--- config.mk ---
export PLATFORM = sky130hd
export DESIGN_NAME = ascii_operand_parser
export DESIGN_NICKNAME = d
export VERILOG_FILES = /design/src/rtl/ascii_operand_parser.sv
export SDC_FILE = /design/constraint.sdc
export NUM_CORES = 1
export LEC_CHECK = 0
export CAP_MARGIN = 20
export CORE_ASPECT_RATIO = 0.8
export CORE_MARGIN = 5
export CORE_UTILIZATION = 60
export CTS_BUF_LIST = sky130_fd_sc_hd__clkbuf_4
export DETAILED_ROUTE_END_ITERATION = 12
export PLACE_DENSITY = 0.87
export REMOVE_ABC_BUFFERS = 1
export SETUP_SLACK_MARGIN = 0.05
export SLEW_MARGIN = 20
export SYNTH_ARGS = -nofsm -noshare
export SYNTH_HDL_FRONTEND = slang
export SYNTH_SLANG_ARGS = --single-unit
--- constraint.sdc ---
create_clock -name clk -period 7.6 [get_ports clk]
set_clock_uncertainty 0.05 [all_clocks]
set_input_delay 1.14 -clock clk [delete_from_list [all_inputs] [get_ports clk]]
set_output_delay 1.14 -clock clk [all_outputs]
set_load 0.03 [all_outputs]
--- src/rtl/ascii_operand_parser.sv ---
// ASCII front-end for the add/subtract datapath: parses "dd\n dd\n op\n" frames into X, Y and Op.
// Optional macro PARSE_ERR_CNT_EN adds a saturating err_cnt output cleared by an ESC byte.
module ascii_operand_parser #(
  parameter int         WIDTH   = 5,
  parameter int         MAX_VAL = 15,
  parameter logic [7:0] TERM    = 8'h0A
) (
  input  logic             clk,
  input  logic             rst,
  input  logic [7:0]       in_data,
  input  logic             in_valid,
  output logic             in_ready,
  output logic [WIDTH-1:0] out_x,
  output logic [WIDTH-1:0] out_y,
  output logic             out_op,
  output logic             out_valid,
  input  logic             out_ready,
  output logic             err,
  output logic [1:0]       err_code
`ifdef PARSE_ERR_CNT_EN
  ,
  output logic [7:0]       err_cnt
`endif
);

  typedef enum logic [3:0] {
    X_D1, X_D0, X_NL, Y_D1, Y_D0, Y_NL, OP, OP_NL, EMIT, FLUSH
  } state_t;

  localparam logic [6:0] MaxVal = 7'(MAX_VAL);

  state_t           state_q;
  logic [3:0]       tens_q;
  logic [WIDTH-1:0] xVal_q;
  logic [WIDTH-1:0] yVal_q;
  logic             op_q;
  logic [WIDTH-1:0] outX_q;
  logic [WIDTH-1:0] outY_q;
  logic             outOp_q;
  logic             outValid_q;
  logic             err_q;
  logic [1:0]       errCode_q;

  logic       consume;
  logic       isDigit;
  logic       isTerm;
  logic       isCr;
  logic       isEsc;
  logic       isOpChar;
  logic [3:0] units;
  logic [6:0] value_d;
  logic       errHit_d;
  logic [1:0] errCode_d;

  assign in_ready = !rst && (state_q != EMIT);
  assign consume  = in_valid && in_ready;
  assign isDigit  = (in_data >= 8'h30) && (in_data <= 8'h39);
  assign isTerm   = (in_data == TERM);
  assign isCr     = (in_data == 8'h0D);
  assign isOpChar = (in_data == 8'h2B) || (in_data == 8'h2D);
  assign units    = in_data[3:0];
  // Full 7-bit value so the range check sees 16..99 before truncation to WIDTH.
  assign value_d  = ({3'b000, tens_q} * 7'd10) + {3'b000, units};

`ifdef PARSE_ERR_CNT_EN
  logic [7:0] errCnt_q;
  assign isEsc   = (in_data == 8'h1B);
  assign err_cnt = errCnt_q;
`else
  assign isEsc   = 1'b0;
`endif

  assign out_x     = outX_q;
  assign out_y     = outY_q;
  assign out_op    = outOp_q;
  assign out_valid = outValid_q;
  assign err       = err_q;
  assign err_code  = errCode_q;

  always_comb begin
    errHit_d  = 1'b0;
    errCode_d = 2'd0;
    if (consume && !isCr && !isEsc) begin
      case (state_q)
        X_D1, Y_D1: begin
          if (!isDigit) begin
            errHit_d  = 1'b1;
            errCode_d = 2'd1;
          end
        end
        X_D0, Y_D0: begin
          if (!isDigit) begin
            errHit_d  = 1'b1;
            errCode_d = 2'd1;
          end else if (value_d > MaxVal) begin
            errHit_d  = 1'b1;
            errCode_d = 2'd2;
          end
        end
        X_NL, Y_NL, OP_NL: begin
          if (!isTerm) begin
            errHit_d  = 1'b1;
            errCode_d = 2'd3;
          end
        end
        OP: begin
          if (!isOpChar) begin
            errHit_d  = 1'b1;
            errCode_d = 2'd3;
          end
        end
        default: ;
      endcase
    end
  end

  always_ff @(posedge clk) begin
    if (rst) begin
      state_q    <= X_D1;
      tens_q     <= '0;
      xVal_q     <= '0;
      yVal_q     <= '0;
      op_q       <= 1'b0;
      outX_q     <= '0;
      outY_q     <= '0;
      outOp_q    <= 1'b0;
      outValid_q <= 1'b0;
      err_q      <= 1'b0;
      errCode_q  <= 2'd0;
`ifdef PARSE_ERR_CNT_EN
      errCnt_q   <= 8'd0;
`endif
    end else begin
      err_q <= 1'b0;
      if (errHit_d) begin
        // An offending terminator already marks a field boundary, so no flush is needed.
        err_q     <= 1'b1;
        errCode_q <= errCode_d;
        state_q   <= isTerm ? X_D1 : FLUSH;
`ifdef PARSE_ERR_CNT_EN
        if (errCnt_q != 8'hFF) errCnt_q <= errCnt_q + 8'd1;
`endif
      end else if (consume && isEsc) begin
        state_q <= X_D1;
`ifdef PARSE_ERR_CNT_EN
        errCnt_q <= 8'd0;
`endif
      end else if (consume && !isCr) begin
        case (state_q)
          X_D1: begin
            tens_q  <= units;
            state_q <= X_D0;
          end
          X_D0: begin
            xVal_q  <= WIDTH'(value_d);
            state_q <= X_NL;
          end
          X_NL:  state_q <= Y_D1;
          Y_D1: begin
            tens_q  <= units;
            state_q <= Y_D0;
          end
          Y_D0: begin
            yVal_q  <= WIDTH'(value_d);
            state_q <= Y_NL;
          end
          Y_NL:  state_q <= OP;
          OP: begin
            op_q    <= (in_data == 8'h2D);
            state_q <= OP_NL;
          end
          OP_NL: begin
            outX_q     <= xVal_q;
            outY_q     <= yVal_q;
            outOp_q    <= op_q;
            outValid_q <= 1'b1;
            state_q    <= EMIT;
          end
          FLUSH: begin
            if (isTerm) state_q <= X_D1;
          end
          default: ;
        endcase
      end else if (state_q == EMIT && out_ready) begin
        outValid_q <= 1'b0;
        state_q    <= X_D1;
      end
    end
  end

endmodule

# Word level (Yosys, flattened, before mapping)
# Index checks and enable logic that the tools add are counted.
op_classes:
  addsub: 1
  multipliers: 1
  magnitude_cmp: 3
  n_eq_ne: 17
  n_mux: 24
  bitwise_logic: 1
  n_reduce_logical: 21
op_table:
  columns: ["op", "n"]
  rows:
  - ["4-bit one-hot mux with 9 select lines", 1]
  - ["3-bit AND reduction", 7]
  - ["4-bit 2-to-1 mux", 5]
  - ["4-bit by 3-bit equality test with 1-bit output, second input constant", 4]
  - ["8-bit by 4-bit equality test with 1-bit output, second input constant", 2]
  - ["8-bit by 6-bit equality test with 1-bit output, second input constant", 2]
  - ["1-bit 2-to-1 mux", 11]
  - ["11-bit by 2-bit inequality test with 1-bit output, second input constant", 1]
  - ["2-bit 2-to-1 mux", 5]
  - ["4-bit by 2-bit equality test with 1-bit output, second input constant", 2]
  - ["4-bit equality test, second input constant", 2]
  - ["8-bit by 6-bit >= comparator with 1-bit output, second input constant", 1]
  - ["8-bit by 6-bit less-or-equal comparator with 1-bit output, second input constant", 1]
  - ["4-bit inequality test, second input constant", 2]
  - ["2-bit one-hot mux with 4 select lines", 1]
  - ["7-bit by 4-bit adder with 7-bit output", 1]
  - ["7-bit by 4-bit > comparator with 1-bit output, second input constant", 1]
  - ["4-bit by 3-bit multiplier with 6-bit output, second input constant", 1]
  - ["1-bit logical AND", 5]
  - ["4-bit by 1-bit equality test with 1-bit output, second input constant", 1]
  - ["4-bit zero test", 1]
  - ["1-bit one-hot mux with 4 select lines", 1]
  - ["2-bit OR reduction", 2]
  - ["3-bit nonzero test", 1]
  - ["6 further kinds", 7]
word_totals:
  regBits: 34
  output_inout_bits: 16
  word_cells: 79

# Logic depth before layout (Yosys ltp)
depth:
  ltp_word: 9
  mapped_depth: 10

# Worst setup path after synthesis
# Ideal clock, no wire load.
synth_path:
  path_type: "in2out"
  from: "in rst"
  to: "out in_ready"
  arrival_ps: 1984
  path_slack_ps: 4426
  cell_stages: 3
  path_buffers: 2
  cell_sequence: "clkbuf_1 > clkbuf_1 > nor2_1"
synth_via:
  elab_chain_cells: 2
synth_rtl:
  columns: ["element", "line_no", "rtl"]
  rows:
  - ["start, declared", "9", "input logic rst,"]
  - ["1-bit zero test", "55", "assign in_ready = !rst && (state_q != EMIT);"]
  - ["1-bit logical AND", "55", null]
  - ["end, declared", "12", "output logic in_ready,"]
# Every way passes these cells.

# Worst setup path in the final report
# Ends and elaborated chain as after synthesis.

==> impl_metrics.py <==
metrics = {
    "clocking": {
        "clock_path_buffers": 2,
        "root_buffer": "clkbuf_4",
        "cts.sinks": 34,
        "postCtsSetupRepairBufs": 0,
        "ctsHoldBuffers": 0,
        "clk-insertion-delay-late_ns": 0.34,
        "cts_resized": 0,
        "clk_pin_slew_ns": 0.10,
        "h-tree-depth": 2,
        "cts_buffers": 5,
        "cts_tree": "yes",
    },
    "logic_synthesis": {
        "ys_seq_area_frac": 0.370,
        "syn_inst": 195,
        "ys_types": 48,
        "async_flop_share": 0,
        "synth-edff-count": 0,
        "synth_area_per_cell_sq_um": 9.44,
        "yosys_warnings": 0,
        "synth-seq-cells": 34,
        "synth_ff_type": "dfxtp_1",
        "synthesis.area_sq_um": 1840,
    },
    "layout": {
        "final_common_cell": "dfxtp_1",
        "drive_above_1_share": 0.100,
        "nFillCells": 245,
        "seq_area_sq_um": 681,
        "diodes": 0,
        "nNetsFinal": 240,
        "final_cell_mix": "dfxtp_1 (34), clkdlybuf4s50_1 (27), nor2_1 (23)",
        "multiInputGateArea_sq_um": 1070,
        "area_growth_pct": 17.1,
    },
    "route": {
        "drtIter0Drc": 71,
        "vias": 1552,
        "totalWireLength_um": 4140,
        "drc": 0,
        "ant_nets": 0,
        "viasPerCell": 5.97,
        "wl_per_cell_um": 15.9,
        "first_pass_iters": 4,
    },
    "timing": {
        "max_freq_ghz": 0.264,
        "min_period_over_period": 0.499,
        "finalHoldViolations": 0,
        "min_period_ns": 3.79,
        "grt_setup_unrepaired": "false",
        "slew_headroom": 0.345,
        "drv_slew": 0,
        "final.setup.tns_ns": 0,
        "worst_pin_slew_ns": 0.974,
        "setup_viol": 0,
    },
    "critical_path": {
        "critPathLaunch": "rst",
        "worstPathRequired_ns": 6.41,
        "start_kind": "input port",
        "rr_startpoint": "tens_q[1]",
        "path_max_fanout": 30,
        "crit_arrival_ns": 2.60,
        "critPathKind": "input port to primary output",
        "end_kind": "primary output",
    },
    "placement": {
        "io_buffers": 27,
        "gp_congestion": 0.811,
        "hpwl_um": 3090,
    },
    "floorplanning": {
        "fp.dieH_um": 59.6,
        "start_util": 0.610,
        "fp-row-count": 18,
        "fp.dieW_um": 71.9,
        "core_sq_um": 3020,
        "ioPinCount": 28,
        "die-area_sq_um": 4280,
    },
    "power": {
        "p_leak_nw": 0.861,
        "p_total_uw": 334,
        "power.density_nw_per_um2": 155,
        "vdd.ir_drop.worst_v": 0.000140,
    },
    "min_path": {
        "min_from": "yVal_q[3]",
        "hold_class": "flop to flop",
    },
    "global_routing": {
        "grtUsageTotal": 0.212,
        "grt_first_pass_wirelength_um": 6980,
        "antenna_found_initial": 0,
        "grt_start_max_net_pins": 31,
        "overflow": 0,
        "first_global_vias": 1495,
    },
    "status": {
        "status": "finished, final reports clean",
    },
    "flow_run": {
        "drv_cap": 0,
    },
}
area by class of cell:
class	count	share of cell area
Clock buffer	5	0.0174
Clock inverter	3	0.00754
Inverter	5	0.00871
Multi-Input combinational cell	145	0.499
Sequential cell	34	0.316
Tap cell	40	0.0232
Timing Repair Buffer	28	0.129
kinds of logic (layout without fill, tap and decap cells):
| family | Yosys count | in the layout | share of synthesized area |
|---|---|---|---|
| xor gates and xnor gates | 4 | 4 | 0.0190 |
| buffers and inverters | 16 | 41 | 0.0489 |
| AOI/OAI and AO/OA | 39 | 39 | 0.166 |
| and+or+nand+nor | 76 | 76 | 0.234 |
| adders and majority gates | 9 | 9 | 0.0693 |
| DFF | 34 | 34 | 0.370 |
| muxes | 17 | 17 | 0.0924 |
metal layers:
| layer | vias up | part of all wire | track usage |
|---|---|---|---|
| met4 | 0 | 0.0097 | 0.0536 |
| met5 | - | 0 | 0 |
| met2 | 54 | 0.47 | 0.340 |
| li1 | 760 | - | - |
| met1 | 731 | 0.43 | 0.270 |
| met3 | 7 | 0.091 | 0.0831 |
cells in the mapped netlist (4+ instances only):
cell type / n / share of area
a21oi_1: 12 / 0.033
buf_2: 5 / 0.014
clkbuf_1: 4 / 0.0081
dfxtp_1: 34 / 0.37
ha_1: 7 / 0.048
inv_1: 5 / 0.010
mux2i_1: 17 / 0.092
nand2_1: 14 / 0.029
nand3_1: 5 / 0.014
nand4_1: 8 / 0.027
nor2_1: 23 / 0.047
o21ai_0: 10 / 0.027
or3_1: 4 / 0.014
power by group:
| group | leakage (nW) | internal, mW | switching [mW] |
|---|---|---|---|
| Clock | 0.0286 | 0.0343 | 0.0624 |
| Combinational | 0.558 | 0.0211 | 0.0309 |
| Sequential | 0.275 | 0.181 | 0.00430 |
| Total | 0.861 | 0.236 | 0.0976 |
flip-flops by register name, indices dropped and copies added, names as in the netlist:
name       flops
err            1
state_q        4
out_op         1
op_q           1
xVal_q         5
out_x          5
out_y          5
yVal_q         5
tens_q         4
out_valid      1
err_code       2
per-stage QoR:
| step | cell area [sq um] | setup WS [ns] | hold WS [ns] | util | std cells |
|---|---|---|---|---|---|
| floorplan | 1770 | 4.46 | 0.388 | - | 184 |
| global placement | 2100 | 3.72 | 0.397 | 0.695 | 252 |
| detailed placement | 2100 | 3.61 | 0.421 | 0.695 | 252 |
| CTS | 2150 | 3.81 | 0.436 | 0.713 | 260 |
| global route | 2160 | 3.67 | 0.451 | 0.714 | 260 |
| finish | 2160 | 3.81 | 0.432 | 0.714 | 260 |
critical path, stage by stage:
cell and delay (ns):
clkdlybuf4s50_1 0.46, buf_4 0.30, nor2_1 0.09, clkdlybuf4s50_1 0.61
path summary, 6_finish.rpt:
| check | cells after the start | slack (ns) | endpoint |
|---|---|---|---|
| max | 4 | 3.81 | in_ready |
| min | 2 | 0.43 | yVal_q[3] |
| max reg2reg | 9 | 4.66 | state_q[3] |
| min reg2reg | 2 | 0.43 | yVal_q[3] |
Note: power is estimated with default switching activity, not from simulation.
==> variant: new RTL, config.mk and constraints unchanged <==
Register the output `err_code` once more, cleared by the reset; this adds one clock of latency there. The other outputs are not delayed to match.
--- a/src/rtl/ascii_operand_parser.sv
+++ b/src/rtl/ascii_operand_parser.sv
@@ -77,3 +77,9 @@
   assign err       = err_q;
-  assign err_code  = errCode_q;
+  always_ff @(posedge clk) begin
+    if (rst) begin
+      err_code <= '0;
+    end else begin
+      err_code <= errCode_q;
+    end
+  end
 
Check against the original RTL: not equivalent (a bounded check fails within 4 cycles, from zero or initial values and one cycle with rst high).
==> variant against the original RTL <==
  * Sequential cell count grew 2
  * Cell area increased by 3.9%
  * Non-clock buffer count unchanged
  * Cell count increased by 2.7%
  * Sequential share of layout area up 0.61 points
  * Synthesized cell count is 3.1% higher
  * Wire length rose by 8.8%
  * Critical path depth did not move
  * Synthesized area grew 2.9%
  * Hold slack worse by 0.025 ns
  * Die area grew 2.5%
  * Total power grew 3.5%
  * Setup slack got worse by 0.047 ns
==> variant: results (changes against the original RTL) <==
[run_status]
status=complete, no violations

[grt]
grt_pass1_vias=1676  ; +12%
use_met1_pct=25.4  ; -1.6 points
grt_pass1_wl_um=7560  ; +8.4%
use_met2_pct=37.8  ; +3.8 points
grt_usage_pct=22.8  ; +1.5 points
grt_use_met3_pct=7.90  ; -0.41 points

[cells_and_area]
drive_gt1_share_pct=7.49  ; -2.5 points
fillers=234  ; -4.5%
stdcell_count=267  ; +2.7%

[power_and_ir_drop]
vdd_drop_max_mv=0.154  ; +11%
comb-power_w=0.0000500  ; -4%
seqPwrFrac_pct=56.5  ; +1.0 points
p_comb_share_pct=14.5  ; -1.1 points
p_switching_w=0.0000992  ; +1.7%

[logic_synthesis]
ys_types=53  ; +10%
synth_area_leaders=dfxtp_1, mux2i_1, ha_1
ys_top_cells_by_count=dfxtp_1, nor2_1, mux2i_1, nand2_1

[placed_design]
gp_congestion=0.871  ; +7.5%
dpl.hpwl_um=3370  ; +9.1%
post-place-ws_ns=3.60  ; -0.0102 ns
placedInstanceArea_um2=2180  ; +4.1%
dp_cells=259  ; +2.8%

[routing]
wl_um=4500  ; +8.8%
wirelength_met1_um=1880  ; +5.6%
drt_iter0_drc=178  ; +150%
routed-wl-met2_um=2150  ; +11%
vias_per_cell=6.19  ; +3.7%
met3_length_um=296  ; -21%

[setup_path]
critPathArrivalTime_ns=2.65  ; +0.05 ns
critPathMaxStageDelay_ns=0.70  ; +0.09 ns

[sta]
worst_pin_slew_ns=1.03  ; +0.0556 ns

variant: layout make-up:
| type | instances | area, um^2 | share of cell area, % |
|---|---|---|---|
| clock buffer | 5 | 37.5 | 1.68 |
| sequential | 36 | 721 | 32.2 |
| tap | 40 | 50.0 | 2.23 |
| clock inverter | 3 | 18.8 | 0.838 |
| multi-input combinational | 154 | 1130 | 50.5 |
| inverter | 1 | 3.75 | 0.168 |
| timing repair buffer | 28 | 278 | 12.4 |
variant: final timing paths:
kind         startpoint         to  slack, ns  cells past startpoint
max                 rst   in_ready       3.76                      4
min           xVal_q[4]  xVal_q[4]       0.41                      1
max reg2reg   tens_q[1]  tens_q[3]       4.53                      9
min reg2reg   xVal_q[4]  xVal_q[4]       0.41                      1
variant: cells by family after synthesis:
logic type                 count (synthesis)  share of synthesized area [%]
adders and majority gates                  9                           6.73
and+or+nand+nor                           83                           24.2
buffers and inverters                     11                           2.31
AOI/OAI and AO/OA                         38                           16.1
DFF                                       36                           38.0
xor gates and xnor gates                   5                           2.31
muxes                                     19                           10.3
